$ cat config.mk
export PLATFORM = sky130hd
export DESIGN_NAME = fp_as_scheduler_flat
export DESIGN_NICKNAME = d
export VERILOG_FILES = /design/src/rtl/fp_as_scheduler_if.sv /design/src/rtl/fp_as_scheduler.sv /design/src/flat_wrapper.sv
export SDC_FILE = /design/constraint.sdc
export NUM_CORES = 1
export LEC_CHECK = 0
export BUFFER_PORTS_ARGS = -buffer_cell sky130_fd_sc_hd__buf_2
export CORE_AREA = 2 2 155 157
export CTS_CLUSTER_DIAMETER = 150
export DETAILED_ROUTE_END_ITERATION = 8
export DIE_AREA = 0 0 157 159
export PLACE_DENSITY = 0.6
export SYNTH_ARGS = -nofsm -noshare
export SYNTH_HDL_FRONTEND = slang
export SYNTH_SLANG_ARGS = --single-unit
$ cat constraint.sdc
create_clock -name clk -period 6.9 [get_ports clk]
set_clock_uncertainty 0.1 [all_clocks]
set_input_delay 0.69 -clock clk [delete_from_list [all_inputs] [get_ports clk]]
set_output_delay 0.69 -clock clk [all_outputs]
set_load 0.05 [all_outputs]
$ cat src/rtl/fp_as_scheduler_if.sv
`default_nettype none
// ============================================================================
// Module   : fp_as_scheduler_if
// Brief    : Requester-side bus of the shared fp_add_sub scheduler.
// Revision : 1.0
// ============================================================================
interface fp_as_scheduler_if #(
    parameter int NREQ = 4
);
    logic [NREQ-1:0]    req_valid;
    logic [NREQ-1:0]    req_ready;
    logic [NREQ-1:0]    req_op;
    logic [32*NREQ-1:0] req_a;
    logic [32*NREQ-1:0] req_b;
    logic [NREQ-1:0]    rsp_valid;
    logic [31:0]        rsp_data;

    modport master (
        output req_valid, req_op, req_a, req_b,
        input  req_ready, rsp_valid, rsp_data
    );

    modport slave (
        input  req_valid, req_op, req_a, req_b,
        output req_ready, rsp_valid, rsp_data
    );
endinterface
`default_nettype wire

$ cat src/rtl/fp_as_scheduler.sv
`default_nettype none
// ============================================================================
// Module   : fp_as_scheduler
// Brief    : Round-robin sharing of one fp_add_sub unit among NREQ requesters.
// Revision : 1.0
// ============================================================================
module fp_as_scheduler #(
    parameter int NREQ = 4,
    parameter int LAT  = 1
) (
    input  wire logic        clk,
    input  wire logic        rst,
    fp_as_scheduler_if.slave bus,
    output logic             fpu_signal,
    output logic [31:0]      fpu_a,
    output logic [31:0]      fpu_b,
    input  wire logic [31:0] fpu_out,
    output logic             busy
);
    localparam int c_IDW   = $clog2(NREQ);
    // Stage 0 shadows the operand register; the remaining LAT stages track fp_add_sub.
    localparam int c_DEPTH = LAT + 1;

    logic [c_IDW-1:0]   r_rr_ptr;
    logic [NREQ-1:0]    r_pending;
    logic [c_DEPTH-1:0] r_tag_v;
    logic [c_IDW-1:0]   r_tag_id [c_DEPTH];
    logic [31:0]        r_fpu_a;
    logic [31:0]        r_fpu_b;
    logic               r_fpu_signal;

    logic [NREQ-1:0]    w_elig;
    logic [NREQ-1:0]    w_grant;
    logic [NREQ-1:0]    w_retire;
    logic [c_IDW-1:0]   w_win;
    logic [c_IDW-1:0]   w_idx;
    logic [c_IDW-1:0]   w_ptr_next;
    logic               w_found;
    int                 w_sum;

    assign w_elig = bus.req_valid & ~r_pending;

    always_comb begin
        w_found = 1'b0;
        w_win   = '0;
        w_sum   = 0;
        w_idx   = '0;
        for (int k = 0; k < NREQ; k++) begin
            w_sum = int'(r_rr_ptr) + k;
            if (w_sum >= NREQ) begin
                w_sum = w_sum - NREQ;
            end
            w_idx = c_IDW'(w_sum);
            if (!w_found && w_elig[w_idx]) begin
                w_found = 1'b1;
                w_win   = w_idx;
            end
        end
    end

    always_comb begin
        w_grant = '0;
        if (w_found && !rst) begin
            w_grant[w_win] = 1'b1;
        end
    end

    always_comb begin
        w_retire = '0;
        if (r_tag_v[c_DEPTH-1]) begin
            w_retire[r_tag_id[c_DEPTH-1]] = 1'b1;
        end
    end

    assign w_ptr_next = (w_win == c_IDW'(NREQ - 1)) ? '0 : w_win + 1'b1;

    always_ff @(posedge clk or posedge rst) begin
        if (rst) begin
            r_rr_ptr     <= '0;
            r_pending    <= '0;
            r_tag_v      <= '0;
            r_fpu_a      <= '0;
            r_fpu_b      <= '0;
            r_fpu_signal <= 1'b0;
            for (int s = 0; s < c_DEPTH; s++) begin
                r_tag_id[s] <= '0;
            end
        end else begin
            r_pending   <= (r_pending & ~w_retire) | w_grant;
            r_tag_v     <= {r_tag_v[c_DEPTH-2:0], w_found};
            r_tag_id[0] <= w_win;
            for (int s = 1; s < c_DEPTH; s++) begin
                r_tag_id[s] <= r_tag_id[s-1];
            end
            if (w_found) begin
                r_fpu_a      <= bus.req_a[32*int'(w_win) +: 32];
                r_fpu_b      <= bus.req_b[32*int'(w_win) +: 32];
                r_fpu_signal <= bus.req_op[w_win];
                r_rr_ptr     <= w_ptr_next;
            end
        end
    end

    assign bus.req_ready = w_grant;
    assign bus.rsp_valid = w_retire;
    assign bus.rsp_data  = fpu_out;
    assign fpu_a         = r_fpu_a;
    assign fpu_b         = r_fpu_b;
    assign fpu_signal    = r_fpu_signal;
    assign busy          = |r_pending;

endmodule
`default_nettype wire
$ cat src/flat_wrapper.sv
// flat-port wrapper written by rule: the top's interface ports become plain ports
module fp_as_scheduler_flat 
#(
    parameter int NREQ = 4,
    parameter int LAT  = 1
)
  (clk, rst, fpu_signal, fpu_a, fpu_b, fpu_out, busy, bus_req_valid, bus_req_op, bus_req_a, bus_req_b, bus_req_ready, bus_rsp_valid, bus_rsp_data);
  fp_as_scheduler_if #(.NREQ(NREQ)) bus_i ();
  input  wire logic clk;
  input  wire logic rst;
  output logic fpu_signal;
  output logic [31:0] fpu_a;
  output logic [31:0] fpu_b;
  input  wire logic [31:0] fpu_out;
  output logic busy;
  input wire logic [$bits(bus_i.req_valid)-1:0] bus_req_valid;
  input wire logic [$bits(bus_i.req_op)-1:0] bus_req_op;
  input wire logic [$bits(bus_i.req_a)-1:0] bus_req_a;
  input wire logic [$bits(bus_i.req_b)-1:0] bus_req_b;
  output wire logic [$bits(bus_i.req_ready)-1:0] bus_req_ready;
  output wire logic [$bits(bus_i.rsp_valid)-1:0] bus_rsp_valid;
  output wire logic [$bits(bus_i.rsp_data)-1:0] bus_rsp_data;
  assign bus_i.req_valid = bus_req_valid;
  assign bus_i.req_op = bus_req_op;
  assign bus_i.req_a = bus_req_a;
  assign bus_i.req_b = bus_req_b;
  assign bus_req_ready = bus_i.req_ready;
  assign bus_rsp_valid = bus_i.rsp_valid;
  assign bus_rsp_data = bus_i.rsp_data;
  fp_as_scheduler #(.NREQ(NREQ), .LAT(LAT)) u_core (.clk(clk), .rst(rst), .bus(bus_i), .fpu_signal(fpu_signal), .fpu_a(fpu_a), .fpu_b(fpu_b), .fpu_out(fpu_out), .busy(busy));
endmodule
Word-level counts from Yosys, hierarchy flattened --
Index checks and enable logic that the tools add are counted.
Storage, ports and cells: logic and storage cells 76, output and inout bits 106, register bits 77
Cells by class: mux-type cells 29, equality and inequality tests 1, bitwise logic cells 5, shift-type cells 2, add/sub/neg operators 8, reductions and logical operators 11, magnitude comparators 12
Operator list (count):
- 128-bit by 8-bit indexed part select with 32-bit output | 2
- 2-bit by 3-bit < comparator with 1-bit output (second input constant) | 6
- 2-bit two-way mux | 9
- 1-bit two-way mux | 11
- 1-bit binary-select mux with 2-bit select | 5
- 3-bit greater-or-equal comparator (second input constant) | 3
- 4-bit AND | 2
- 4-bit two-way mux | 2
- 4-bit NOT | 2
- 2-bit by 1-bit subtractor with 2-bit output (second input constant) | 4
- 2-bit by 2-bit adder with 3-bit output (second input constant) | 2
- 1-bit logical AND | 6
- 1-bit demux with 2-bit select | 2
- 2-bit by 1-bit greater-or-equal comparator with 1-bit output (second input constant) | 2
- 1-bit logical NOT | 4
- 4-bit bitwise OR | 1
- 4-bit OR reduction | 1
- 2-bit by 1-bit adder with 3-bit output (second input constant) | 1
- 2-bit by 3-bit greater-or-equal comparator with 1-bit output (second input constant) | 1
- 2-bit by 1-bit adder with 2-bit output (second input constant) | 1
- 2-bit == test (second input constant) | 1

Longest topological paths before layout --
depth in word-level cells 20, gate-level depth with buffers 9

Worst setup path before layout --
OpenSTA, ideal clock, no wires.
kind input-to-output, start point in rst, end point out bus_req_ready[0], data required time 6.110 ns, path slack 2.720 ns, data arrival time 3.390 ns, cell stages on the path 4, cell sequence inv_1 and2_1 nand2_1 nor2_1
On the way: longest elaborated chain between the ends 3
RTL lines:
- start, declared | RTL line flat_wrapper.sv:10 | input wire logic rst;
- 1-bit logical NOT | RTL line fp_as_scheduler.sv:63 | if (w_found && !rst) begin
- 1-bit logical AND | RTL line fp_as_scheduler.sv:63
- 4-bit two-way mux | RTL line fp_as_scheduler.sv:63
- end, declared | RTL line flat_wrapper.sv:20 | output wire logic [$bits(bus_i.req_ready)-1:0] bus_req_ready;
No other way between the ends.

Final worst setup path --
start point in bus_req_valid[1], end point out bus_req_ready[0]
On the way: longest elaborated chain between the ends 18, elaborated cells between the ends (all ways) 30, classes of those cells order compare: 2; mux: 19; bitwise: 1; reduce/logical: 8
RTL lines:
- start, declared | RTL line flat_wrapper.sv:16 | input wire logic [$bits(bus_i.req_valid)-1:0] bus_req_valid;
- 4-bit AND (*) | RTL line fp_as_scheduler.sv:41 | assign w_elig = bus.req_valid & ~r_pending;
- 1-bit binary-select mux with 2-bit select | RTL line fp_as_scheduler.sv:54 | if (!w_found && w_elig[w_idx]) begin
- 1-bit two-way mux (implied by the code) | RTL line fp_as_scheduler.sv:54
- 1-bit two-way mux | RTL line fp_as_scheduler.sv:54
- 1-bit logical NOT | RTL line fp_as_scheduler.sv:54
- 1-bit logical AND | RTL line fp_as_scheduler.sv:54
- 1-bit two-way mux | RTL line fp_as_scheduler.sv:54
- 1-bit logical NOT | RTL line fp_as_scheduler.sv:54
- (+2 left out)
- 1-bit logical NOT | RTL line fp_as_scheduler.sv:54
- 1-bit logical AND | RTL line fp_as_scheduler.sv:54
- 2-bit two-way mux | RTL line fp_as_scheduler.sv:54
- 2-bit by 3-bit < comparator with 1-bit output (implied by the code) or 2-bit by 1-bit greater-or-equal comparator with 1-bit output (tied branches) | RTL line fp_as_scheduler.sv:64 | w_grant[w_win] = 1'b1;
- 1-bit logical AND (implied by the code) | RTL line fp_as_scheduler.sv:64
- 1-bit two-way mux (implied by the code) | RTL line fp_as_scheduler.sv:64
- 1-bit demux with 2-bit select
- 4-bit two-way mux (*) | RTL line fp_as_scheduler.sv:63
Mark *: on every way between the ends. The rest lies on a longest branch, timed or not. The select of a mux whose other input is x is not followed.

==> impl_metrics.py <==
metrics = {
    "outcome": {
        "status": "finished, final reports clean",
    },
    "routing": {
        "drt-initial-drc-count": 223,
        "drt-wirelength-per-cell_um": 16.7,
        "via_count": 5167,
        "postRouteAntennaNets": 0,
        "drc_errors": 0,
        "dr.pass1.iters": 4,
        "wl_mm": 18.9,
        "viasPerCell": 4.57,
    },
    "clock_network": {
        "worstSkewPairLatency_ns": 0.35,
        "htreeDepth": 3,
        "holdBufCountCts": 0,
        "cts-root-buf": "clkbuf_16",
        "cts.sinks": 77,
        "cts_inserted_buffers": 9,
        "cts_setup_buffers": 0,
        "cts_tree": "yes",
        "post_cts_resized": 0,
        "cts_buffer_depth": 2,
        "cts.clk_slew.worst_paths_ns": 0.08,
    },
    "synth": {
        "synth.net_count": 826,
        "ys_warn_count": 0,
        "syn_area_per_cell_um2": 9.65,
        "ys_seq_elements": 77,
        "synth-main-ff-cell": "dfrtp_1",
        "yosysTopAreaCellShare_pct": 37.9,
        "synth_largest_area_cell": "dfrtp_1",
        "synth_cells": 527,
        "yosys-top-cells-area": "dfrtp_1 38%, a221oi_2 15%, mux2i_1 13%",
        "synthArstFlopShare_pct": 100,
        "ys_seq_area_share_pct": 37.9,
        "synth_area_mm2": 0.00509,
        "synth-edff-count": 0,
        "yosys.cell_types.count": 34,
    },
    "placed_design": {
        "port_buffers": 339,
        "place.gp.congestion": 0.786,
        "place_hpwl_mm": 14.0,
    },
    "sta": {
        "min_period_over_period_pct": 52.6,
        "maxSlewViolCount": 0,
        "fin_crit_ns": 3.63,
        "rsz0062_at_grt": "no",
        "relSlewSlack_pct": 36.9,
        "tns_ns": 0,
        "hold_viol": 0,
        "max_freq_mhz": 276,
        "tightest_slew_ns": 0.947,
        "finalSetupViolations": 0,
    },
    "layout": {
        "final_cell_mix": "339 x buf_2, 77 x dfrtp_1, 72 x nor2_1, 69 x a21oi_1, 68 x nand2_1",
        "antenna_cells": 0,
        "drive_gt1_share_pct": 52.2,
        "final_common_cell": "buf_2",
        "syn_to_final_growth_pct": 39.1,
        "fin_nets": 1105,
        "fillCellCount": 2461,
    },
    "floorplan": {
        "initial_utilization_pct": 21.9,
        "core.rowCount": 56,
        "die_y_um": 159,
        "core-area_mm2": 0.0232,
        "dieWidth_um": 157,
        "dieArea_mm2": 0.0250,
        "ioPinCount": 404,
    },
    "setup_path": {
        "r2r_slack_ns": 4.24,
        "r2r-start": "u_core.r_pending[1]$_DFF_PP0_",
        "r2r_cells": 7,
        "start_kind": "input port",
        "crit_required_ns": 6.11,
        "path_class": "input port to primary output",
        "crit_path_end_kind": "primary output",
        "setup.worst_path.start": "bus_req_valid[1]",
        "cp_max_fo": 37,
        "cp.arrival_ns": 2.84,
        "rr_endpoint": "u_core.fpu_a[19]$_DFFE_PP0P_",
    },
    "run": {
        "drv_cap": 0,
    },
    "worst_hold_path": {
        "min_delay_worst_endpoint": "u_core.r_tag_v[1]$_DFF_PP0_",
        "min_from": "u_core.r_tag_v[0]$_DFF_PP0_",
        "whs_path_depth": 0,
        "worstHoldPathType": "flip-flop to flip-flop",
    },
    "pwr": {
        "p_leak_nw": 3.57,
        "power_density_mw_per_mm2": 574,
        "total_power_mw": 4.06,
        "vdd_drop_max_uv": 375,
    },
    "grt": {
        "antenna_found_initial": 1,
        "grt_use_total_pct": 14.6,
        "grt_max_degree": 132,
        "grt_pass1_wl_mm": 28.0,
        "grt_pass1_vias": 5155,
        "grt_overflow": 0,
    },
}
-- per-stage QoR --
step	cell area [um^2]	utilization (%)	instances	hold WS (ns)	setup slack, ns
finish	7080	30.5	1130	0.241	3.27
global route	7080	30.5	1130	0.255	3.05
CTS	7080	30.5	1130	0.247	3.22
detailed placement	6790	29.3	1114	0.236	3.24
global placement	6790	29.3	1114	0.233	3.28
floorplan	5090	-	527	0.231	2.72
-- power by group --
| part | switching [mW] | internal, mW | leakage [nW] |
|---|---|---|---|
| logic | 1.88 | 0.867 | 2.55 |
| registers | 0.135 | 0.693 | 0.874 |
| clock network | 0.229 | 0.253 | 0.143 |
-- cell usage after synthesis (3+ instances only) --
| master | count |
|---|---|
| a21oi_1 | 69 |
| a221oi_1 | 14 |
| a221oi_2 | 51 |
| buf_2 | 23 |
| buf_4 | 41 |
| buf_6 | 3 |
| clkbuf_1 | 10 |
| dfrtp_1 | 77 |
| inv_1 | 5 |
| mux2i_1 | 65 |
| nand2_1 | 68 |
| nor2_1 | 72 |
-- per-layer routing --
metal  GRT usage [%]  wire length (um)
met1            16.6              7430
met2            25.3              9190
met3            3.59              1630
met4            7.09               663
met5               0                11
-- cell type report --
class / count / area [um^2] / area share [%]
clock buffers: 9 / 225 / 3.18
clock inverters: 7 / 63.8 / 0.902
inverters: 6 / 26.3 / 0.371
multi-input cells: 367 / 2680 / 37.9
flip-flops and latches: 77 / 1930 / 27.2
well taps: 319 / 399 / 5.64
repair buffers: 345 / 1750 / 24.8
-- state kept, by name, summed over array words and instances (netlist names) --
name,flops
u_core.fpu_a,32
u_core.fpu_b,32
u_core.fpu_signal,1
u_core.r_pending,4
u_core.r_rr_ptr,2
u_core.r_tag_id,4
u_core.r_tag_v,2
-- worst max path at each step --
stage / endpoint / depth (start not counted)
3_5_place_dp: bus_req_ready[0] / 8
5_1_grt: bus_req_ready[1] / 7
2_1_floorplan: bus_req_ready[0] / 4
3_3_place_gp: bus_req_ready[0] / 8
4_1_cts: bus_req_ready[0] / 7
6_report: bus_req_ready[0] / 8
-- worst max-delay path, stage by stage --
cell and delay [ns]:
buf_2 0.07, nor2b_2 0.28, nand4bb_4 0.52, buf_4 0.52, and2_1 0.25, nand2_1 0.09
nor2_1 0.13, buf_2 0.27
-- logic make-up (layout without fill, tap and decap cells) --
family,count (synthesis),count (layout),synth area share [%]
AND/OR/NAND/NOR,154,154,12.7
AO/OA/AOI/OAI,147,147,26.1
buffers and inverters,83,367,10.2
flip-flops,77,77,37.9
multiplexers,65,65,12.8
adder cells (fa/ha/maj),1,1,0.246
Power figures use the tool's default switching activity.
